**config.mk**
```make
export PLATFORM = sky130hd
export DESIGN_NAME = acc_bank
export DESIGN_NICKNAME = d
export VERILOG_FILES = /design/src/rtl/acc_pkg.sv /design/src/rtl/acc_addsat.sv /design/src/rtl/acc_bank.sv
export SDC_FILE = /design/constraint.sdc
export NUM_CORES = 1
export LEC_CHECK = 0
export CORE_MARGIN = 1
export CORE_UTILIZATION = 49
export CTS_CLUSTER_DIAMETER = 80
export CTS_CLUSTER_SIZE = 24
export DETAILED_ROUTE_END_ITERATION = 6
export PLACE_DENSITY_LB_ADDON = 0.05
export RECOVER_POWER = 25
export SLEW_MARGIN = 30
export SYNTH_ARGS = -nofsm -noshare
export SYNTH_HDL_FRONTEND = slang
export SYNTH_SLANG_ARGS = --single-unit
```
**constraint.sdc**
```tcl
create_clock -name clk -period 7.8 [get_ports clk]
set_clock_uncertainty 0.2 [all_clocks]
set_input_delay 1.56 -clock clk [delete_from_list [all_inputs] [get_ports clk]]
set_output_delay 1.56 -clock clk [all_outputs]
set_load 0.05 [all_outputs]
```
**src/rtl/acc_pkg.sv**
```systemverilog
// acc_pkg: shared definitions for the accumulator bank.
//   - ld_mode encodings for entry writes
//   - state type of the clear-all sweep FSM
// No ports. Imported by acc_addsat and acc_bank.
package acc_pkg;

  localparam logic [1:0] ACC_LOAD_A   = 2'b00;
  localparam logic [1:0] ACC_LOAD_ALU = 2'b01;
  localparam logic [1:0] ACC_ADD      = 2'b10;
  localparam logic [1:0] ACC_CLR      = 2'b11;

  typedef enum logic {
    ACC_IDLE  = 1'b0,
    ACC_SWEEP = 1'b1
  } acc_state_t;

endpackage

```
**src/rtl/acc_addsat.sv**
```systemverilog
// acc_addsat: combinational signed adder used for ADD updates of an entry.
// Optional feature macro: ACC_SATURATE_EN
//   defined   -> an overflowing sum is clamped to the most positive/negative value
//   undefined -> the sum wraps modulo 2^WIDTH
// In both builds ovf reports signed two's-complement overflow.
// Ports:
//   a    in  WIDTH  current entry value
//   b    in  WIDTH  ALU result to add
//   sum  out WIDTH  result (wrapped or saturated)
//   ovf  out 1      signed overflow of a+b
module acc_addsat
  import acc_pkg::*;
#(
  parameter int WIDTH = 32
) (
  input  logic [WIDTH-1:0] a,
  input  logic [WIDTH-1:0] b,
  output logic [WIDTH-1:0] sum,
  output logic             ovf
);

  logic [WIDTH-1:0] raw;

  // Overflow: operands agree in sign but the wrapped result does not.
  always_comb begin
    raw = a + b;
    ovf = (a[WIDTH-1] == b[WIDTH-1]) && (raw[WIDTH-1] != a[WIDTH-1]);
  end

`ifdef ACC_SATURATE_EN
  // Clamp direction follows the shared operand sign.
  always_comb begin
    sum = raw;
    if (ovf) begin
      sum = a[WIDTH-1] ? {1'b1, {(WIDTH-1){1'b0}}} : {1'b0, {(WIDTH-1){1'b1}}};
    end
  end
`else
  always_comb begin
    sum = raw;
  end
`endif

endmodule

```
**src/rtl/acc_bank.sv**
```systemverilog
// acc_bank: bank of NACC accumulator entries with a registered read port
// and a clear-all sweep that zeroes one entry per cycle.
// Optional feature macro: ACC_SATURATE_EN (saturating ADD, see acc_addsat).
// Ports:
//   clk, rst   clock and synchronous active-high reset
//   ld_valid   write request; fires when ld_ready is also high
//   ld_ready   write accept (idle and no clr_all this cycle), combinational
//   ld_idx     target entry of the write
//   ld_mode    00 LOAD_A, 01 LOAD_ALU, 10 ADD, 11 CLR
//   alout      ALU result
//   a_in       A bus operand
//   clr_all    pulse that starts the clear-all sweep
//   busy       sweep in progress
//   rd_idx     read select
//   acout      registered contents of entry rd_idx
//   acc_zero   registered acout==0
//   acc_neg    registered sign bit of acout
//   acc_ovf    registered sticky overflow bit of entry rd_idx
module acc_bank
  import acc_pkg::*;
#(
  parameter int WIDTH = 32,
  parameter int NACC  = 4,
  localparam int AW   = $clog2(NACC)
) (
  input  logic             clk,
  input  logic             rst,
  input  logic             ld_valid,
  output logic             ld_ready,
  input  logic [AW-1:0]    ld_idx,
  input  logic [1:0]       ld_mode,
  input  logic [WIDTH-1:0] alout,
  input  logic [WIDTH-1:0] a_in,
  input  logic             clr_all,
  output logic             busy,
  input  logic [AW-1:0]    rd_idx,
  output logic [WIDTH-1:0] acout,
  output logic             acc_zero,
  output logic             acc_neg,
  output logic             acc_ovf
);

  logic [WIDTH-1:0] entry [NACC];
  logic [NACC-1:0]  ovf_vec;

  acc_state_t state, state_nxt;
  logic [AW-1:0] cnt;
  logic          sweep_clr;
  logic          ld_fire;

  logic [WIDTH-1:0] add_sum;
  logic             add_ovf;

  acc_addsat #(.WIDTH(WIDTH)) u_addsat (
    .a   (entry[ld_idx]),
    .b   (alout),
    .sum (add_sum),
    .ovf (add_ovf)
  );

  // State register and sweep counter; the counter is held at 0 while idle
  // so every sweep starts at entry 0.
  always_ff @(posedge clk) begin
    if (rst) begin
      state <= ACC_IDLE;
      cnt   <= '0;
    end else begin
      state <= state_nxt;
      if (state == ACC_SWEEP) begin
        cnt <= cnt + 1'b1;
      end else begin
        cnt <= '0;
      end
    end
  end

  // Next state: a sweep lasts exactly NACC cycles and cannot be retriggered.
  always_comb begin
    state_nxt = state;
    case (state)
      ACC_IDLE:  if (clr_all) state_nxt = ACC_SWEEP;
      ACC_SWEEP: if (cnt == AW'(NACC - 1)) state_nxt = ACC_IDLE;
      default:   state_nxt = ACC_IDLE;
    endcase
  end

  // Outputs: clr_all takes priority over a same-cycle write request.
  always_comb begin
    busy      = (state == ACC_SWEEP);
    sweep_clr = (state == ACC_SWEEP);
    ld_ready  = (state == ACC_IDLE) && !clr_all;
    ld_fire   = ld_valid && ld_ready;
  end

  // Entry array and overflow vector. ADD keeps ovf sticky; every other
  // write form clears it.
  always_ff @(posedge clk) begin
    if (rst) begin
      for (int i = 0; i < NACC; i++) begin
        entry[i] <= '0;
      end
      ovf_vec <= '0;
    end else if (sweep_clr) begin
      entry[cnt]   <= '0;
      ovf_vec[cnt] <= 1'b0;
    end else if (ld_fire) begin
      case (ld_mode)
        ACC_LOAD_A: begin
          entry[ld_idx]   <= a_in;
          ovf_vec[ld_idx] <= 1'b0;
        end
        ACC_LOAD_ALU: begin
          entry[ld_idx]   <= alout;
          ovf_vec[ld_idx] <= 1'b0;
        end
        ACC_ADD: begin
          entry[ld_idx]   <= add_sum;
          ovf_vec[ld_idx] <= ovf_vec[ld_idx] | add_ovf;
        end
        default: begin
          entry[ld_idx]   <= '0;
          ovf_vec[ld_idx] <= 1'b0;
        end
      endcase
    end
  end

  // Read register samples the array before this edge's write lands,
  // so a same-index write shows up one cycle later (no bypass).
  always_ff @(posedge clk) begin
    if (rst) begin
      acout    <= '0;
      acc_zero <= 1'b1;
      acc_neg  <= 1'b0;
      acc_ovf  <= 1'b0;
    end else begin
      acout    <= entry[rd_idx];
      acc_zero <= (entry[rd_idx] == '0);
      acc_neg  <= entry[rd_idx][WIDTH-1];
      acc_ovf  <= ovf_vec[rd_idx];
    end
  end

endmodule
```
; ---- Word level (Yosys, flattened, before mapping)
; Memories as Yosys holds them, arrays and structs flattened.
; Cells that the tools add are included.
; Widths: inputs -> output; s select.
[totals]
out_inout_bits = 37
reg_bits = 42
memories = 1
ram_bits = 128
elab_cells = 91
in_bits = 74
[classes]
add_sub_neg = 2
order_cmp = 5
n_bitwise = 9
muxes = 49
n_reduce_logical = 13
n_eq_ne = 5
[memory_table]
columns = name, words, width, rd, rd_clocked_by_memory_dff, wr, line
row1 = entry, 4, 32, 2, 0, 4, acc_bank.sv:43  ; logic [WIDTH-1:0] entry [NACC];
[op_table]
columns = op, n
row1 = $mux 32, 5
row2 = $reduce_or 32->1, 2
row3 = $mux 1, 33
row4 = $add 32x32->32, 1
row5 = $logic_not 32->1, 1
row6 = $mux 4, 3
row7 = $lt 2x3->1 const B, 3
row8 = $and 4x4->4, 2
row9 = $not 4->4, 2
row10 = $logic_and 1x1->1, 5
row11 = $bmux 1 s2, 2
row12 = $bwmux 4, 1
row13 = $demux 1 s2, 2
row14 = $eq 2x2->1 const B, 2
row15 = $ge 2x1->1 const B, 2
row16 = $mux 2, 2
row17 = $or 1x1->1, 4
row18 = $reduce_or 3->1, 1
row19 = $add 2x1->2 const B, 1
row20 = $eq 2x1->1 const B, 1
row21 = $logic_not 2->1, 1
row22 = $pmux 1 s2, 1
row23 = $reduce_bool 2->1, 1
row24 = $reduce_or 2->1, 1
row25 = other kinds (4), 4

; ---- Longest topological paths before layout
[logic_depth]
ltp_word = 12
depth_mapped = 14
depth_no_buf = 13

; ---- Cells and area by module
; Synthesis repeated with hierarchy kept, for this count alone.
[unflattened]
cells_unflattened = 932
area_unflattened_um2 = 10692.8
[modules_own_cells]
columns = module, seq_area_each_um2, cells_per_inst, n_inst, area_each_um2
row1 = acc_bank, 4664.5, 666, 1, 8760.9
row2 = acc_addsat, 0.0, 266, 1, 1931.9

; ---- Worst setup path before layout
; No wires, ideal clock.
[synth_path]
path_type = input to register
from = input ld_idx[0]
to = memory entry[2][27], data pin
path_buffers = 2
setup_ps = 262
required_ps = 7338
arrival_ps = 4641
path_stages = 13
path_slack_ps = 2697
cell_sequence = buf_1 > buf_2 > mux4_2 > ha_1 > a21oi_4 > nand2_2 > a221o_1 > o21ai_1 > o311ai_2 > a311oi_2 > xnor2_1 > a21oi_2 > nor2_1
[synth_lines]
columns = item, line
row1 = from (decl), acc_bank.sv:30  ; input logic [AW-1:0] ld_idx,
row2 = to (decl), acc_bank.sv:43

==> results_dict.tcl <==
set metrics [dict create \
    multiInputGateArea_um2 4896 \
    grt_util_met2_pct 50.96 \
    antenna_cells 0 \
    synth-seq-cells 169 \
    yosysSeqAreaShare_pct 46.97 \
    io_buffers 110 \
    synth.distinct_cells 69 \
    core-area_um2 19650 \
    placementRows 51 \
    grt_pass1_vias 7649 \
    timing.fmax_mhz 171.7 \
    htreeDepth 4 \
    crit_top_cell "clkbuf_1" \
    num_io_pins 111 \
    synth_top_area_cell "edfxtp_1" \
    cts_made_buffers 17 \
    fin_crit_ns 5.825 \
    synth-edff-count 128 \
    postRouteAntennaNets 0 \
    root_buffer "clkbuf_16" \
    grt_remaining_overflow 0 \
    drt-initial-drc-count 627 \
    async_flop_share_pct 0 \
    synth_fp_nets 977 \
    slew_violations 85 \
    rsz0062_at_grt "no" \
    synthMuxAreaShare_pct 17.73 \
    slowest_stage "clkbuf_1" \
    route.vias.total 7652 \
    yosysWarningCount 0 \
    yosys.area_share.simple_pct 13.87 \
    synth_xor_xnor_area_share_pct 1.852 \
    clkSinkCount 169 \
    grt_usage_pct 29.95 \
    powerDensity_nw_per_um2 207.4 \
    wl_per_cell_um 23.92 \
    grt_use_met1_pct 38.17 \
    finalSetupTns_ns 0 \
    fin_crit_sh_pct 74.68 \
    tightest_slew_ns 2.303 \
    worst-endpoint-arrival_ns 5.90 \
    clk-insertion-delay-late_ns 0.44 \
    leakagePower_uw 0.004610 \
    antenna_found_initial 0 \
    die-area_um2 20840 \
    ir_worst_vdd_uv 159.8 \
    grt_pass1_wl_mm 44.46 \
    finalPower_uw 2454 \
    die_w_um 144.4 \
    syn_area_um2 9931 \
    clkSlewWorstSetupHoldPaths_ns 0.08 \
    status "finished with violations" \
    via_per_inst 6.181 \
    hold_buffers 0 \
    cts_tree "done" \
    synth_top_family_by_area "multiplexers" \
    synth_area_leaders "edfxtp_1 (39%), mux4_2 (15%), dfxtp_1 (8.3%), nor2_1 (4.8%), ha_1 (4.4%)" \
    setup.worst_path.start_class "input port" \
    critical_path_class "in -> reg" \
    cp.required_ns 7.88 \
    maxCapViolCount 3 \
    setup-violations-final 0 \
    cp-end-kind "flip-flop" \
    drt-total-wl_mm 29.61 \
    post-dp-hpwl_mm 19.86 \
    synthCells 867 \
    ctsResizeCount 0 \
    hold_viol_final 0 \
    violations "max-capacitance violations, max-slew violations" \
    min-delay-path-class "reg -> reg" \
    synth-compound-area-share_pct 11.24 \
    fin_nets 1070 \
    relSlewSlack_pct -53.51 \
    avgSynthCellArea_um2 11.45 \
    synth_top_cell_area_share_pct 38.70 \
    post_cts_buffers 0 \
    busiest_layer "met2" \
    slowest_delay_ns 1.07 \
    final_util_pct 60.22 \
    crit_chain "clkbuf_1, nor2_1, clkbuf_1, nand2_1, or3_1, a21oi_1" \
    grt_max_degree 49 \
    drc 0 \
    gp_congestion 0.9263 \
    use_met3_pct 4.570 \
    clock_path_buffers 2 \
    syn2layout_area_growth_pct 19.18 \
    drt_pass1_iterations 5 \
    critical_path_peak_fanout 48 \
    start_util_pct 50.53 \
    nFillCells 1650 \
    die_y_um 144.4 \
    synth_fa_ha_area_share_pct 4.611 \
    regArea_um2 4664 \
    synth_ff_type "edfxtp_1" \
    post_route_cells_drive_above_1_share_pct 14.70 \
    r2r_slack_ns 3.33 \
]
[flip-flops by register name (all words and copies together), names as in the netlist]
name and cells:
acc_ovf 1, acc_zero 1, acout 32, busy 1, cnt 2, entry 128, ovf_vec 4
[kinds of logic (layout without fill, tap and decap cells)]
family                     Yosys count  after routing
buffers and inverters               94            200
DFF                                169            169
xor gates and xnor gates            21             21
adders and majority gates           36             36
AOI/OAI and AO/OA                  160            160
and+or+nand+nor                    294            294
muxes                               93             93
[path summary, 6_finish.rpt]
kind,from,endpoint,cells past startpoint
worst max register to register,busy$_SDFF_PP0_,entry[2][30]$_SDFFCE_PN0P_,7
worst min register to register,cnt[0]$_SDFF_PP0_,cnt[0]$_SDFF_PP0_,1
worst min-delay path,cnt[0]$_SDFF_PP0_,cnt[0]$_SDFF_PP0_,1
worst max-delay path,rst,entry[2][30]$_SDFFCE_PN0P_,6
[where the power goes]
group	switching, uW	internal, uW
Sequential	21.5	1020
Combinational	319	215
Clock	420	460
Total	760	1690
[critical path: cells and delay by family]
family	cells	cell delay (ns)
AOI/OAI and AO/OA	1	0.24
buffers and inverters	2	1.92
and+or+nand+nor	3	2.17
[per-layer routing]
metal	vias up	routed length, um
met4	0	980
met5	-	0
met3	69	2161
met2	365	14660
li1	3424	-
met1	3794	11810
[cell type report]
class	instances	area share [%]
Timing Repair Buffer	125	9.938
Clock buffer	17	3.594
Tap cell	265	2.802
Inverter	43	1.364
Multi-Input combinational cell	604	41.37
Sequential cell	169	39.41
Clock inverter	15	1.522
[synth_stat cells (all sizes together), types with 8 or more instances]
master  instances
edfxtp        128
nor2          127
mux4           66
nand2          50
a21oi          49
inv            43
dfxtp          41
nor2b          41
clkbuf         37
ha             35
o21ai          33
nand3          27
mux2i          24
buf            14
xnor2          14
a21o           13
o22ai          12
nand2b          9
a211oi          8
nor4            8
[placed cells by master, fill, tap and decap left out, drive strengths merged, types with 3 or more instances in the layout]
master	n
nand2	50
a41o	3
dfxtp	41
nor4	8
nor3	6
mux2	3
o32ai	4
edfxtp	128
o22ai	12
nor2	127
nand4	7
o21a	4
nand3	27
mux2i	24
nand2b	9
xnor2	14
buf	17
mux4	66
a31oi	5
a21o	13
o211ai	7
clkbuf	21
a21oi	49
clkinv	4
nor2b	41
ha	35
o21bai	3
or3	4
and3	4
clkdlybuf4s50	69
inv	51
o21ai	33
or2	4
xor2	7
dlygate4sd3	35
a211oi	8
[through the flow]
step	hold slack, ns	cells	worst slack, ns	area, um^2
floorplan	0.2782	867	2.697	9931
global placement	0.3297	1206	1.975	11240
detailed placement	0.3507	1206	2.234	11250
CTS	0.3599	1238	2.686	11860
global route	0.4010	1238	1.551	11840
finish	0.3698	1238	1.975	11840
(Power assumes the default switching activity.)
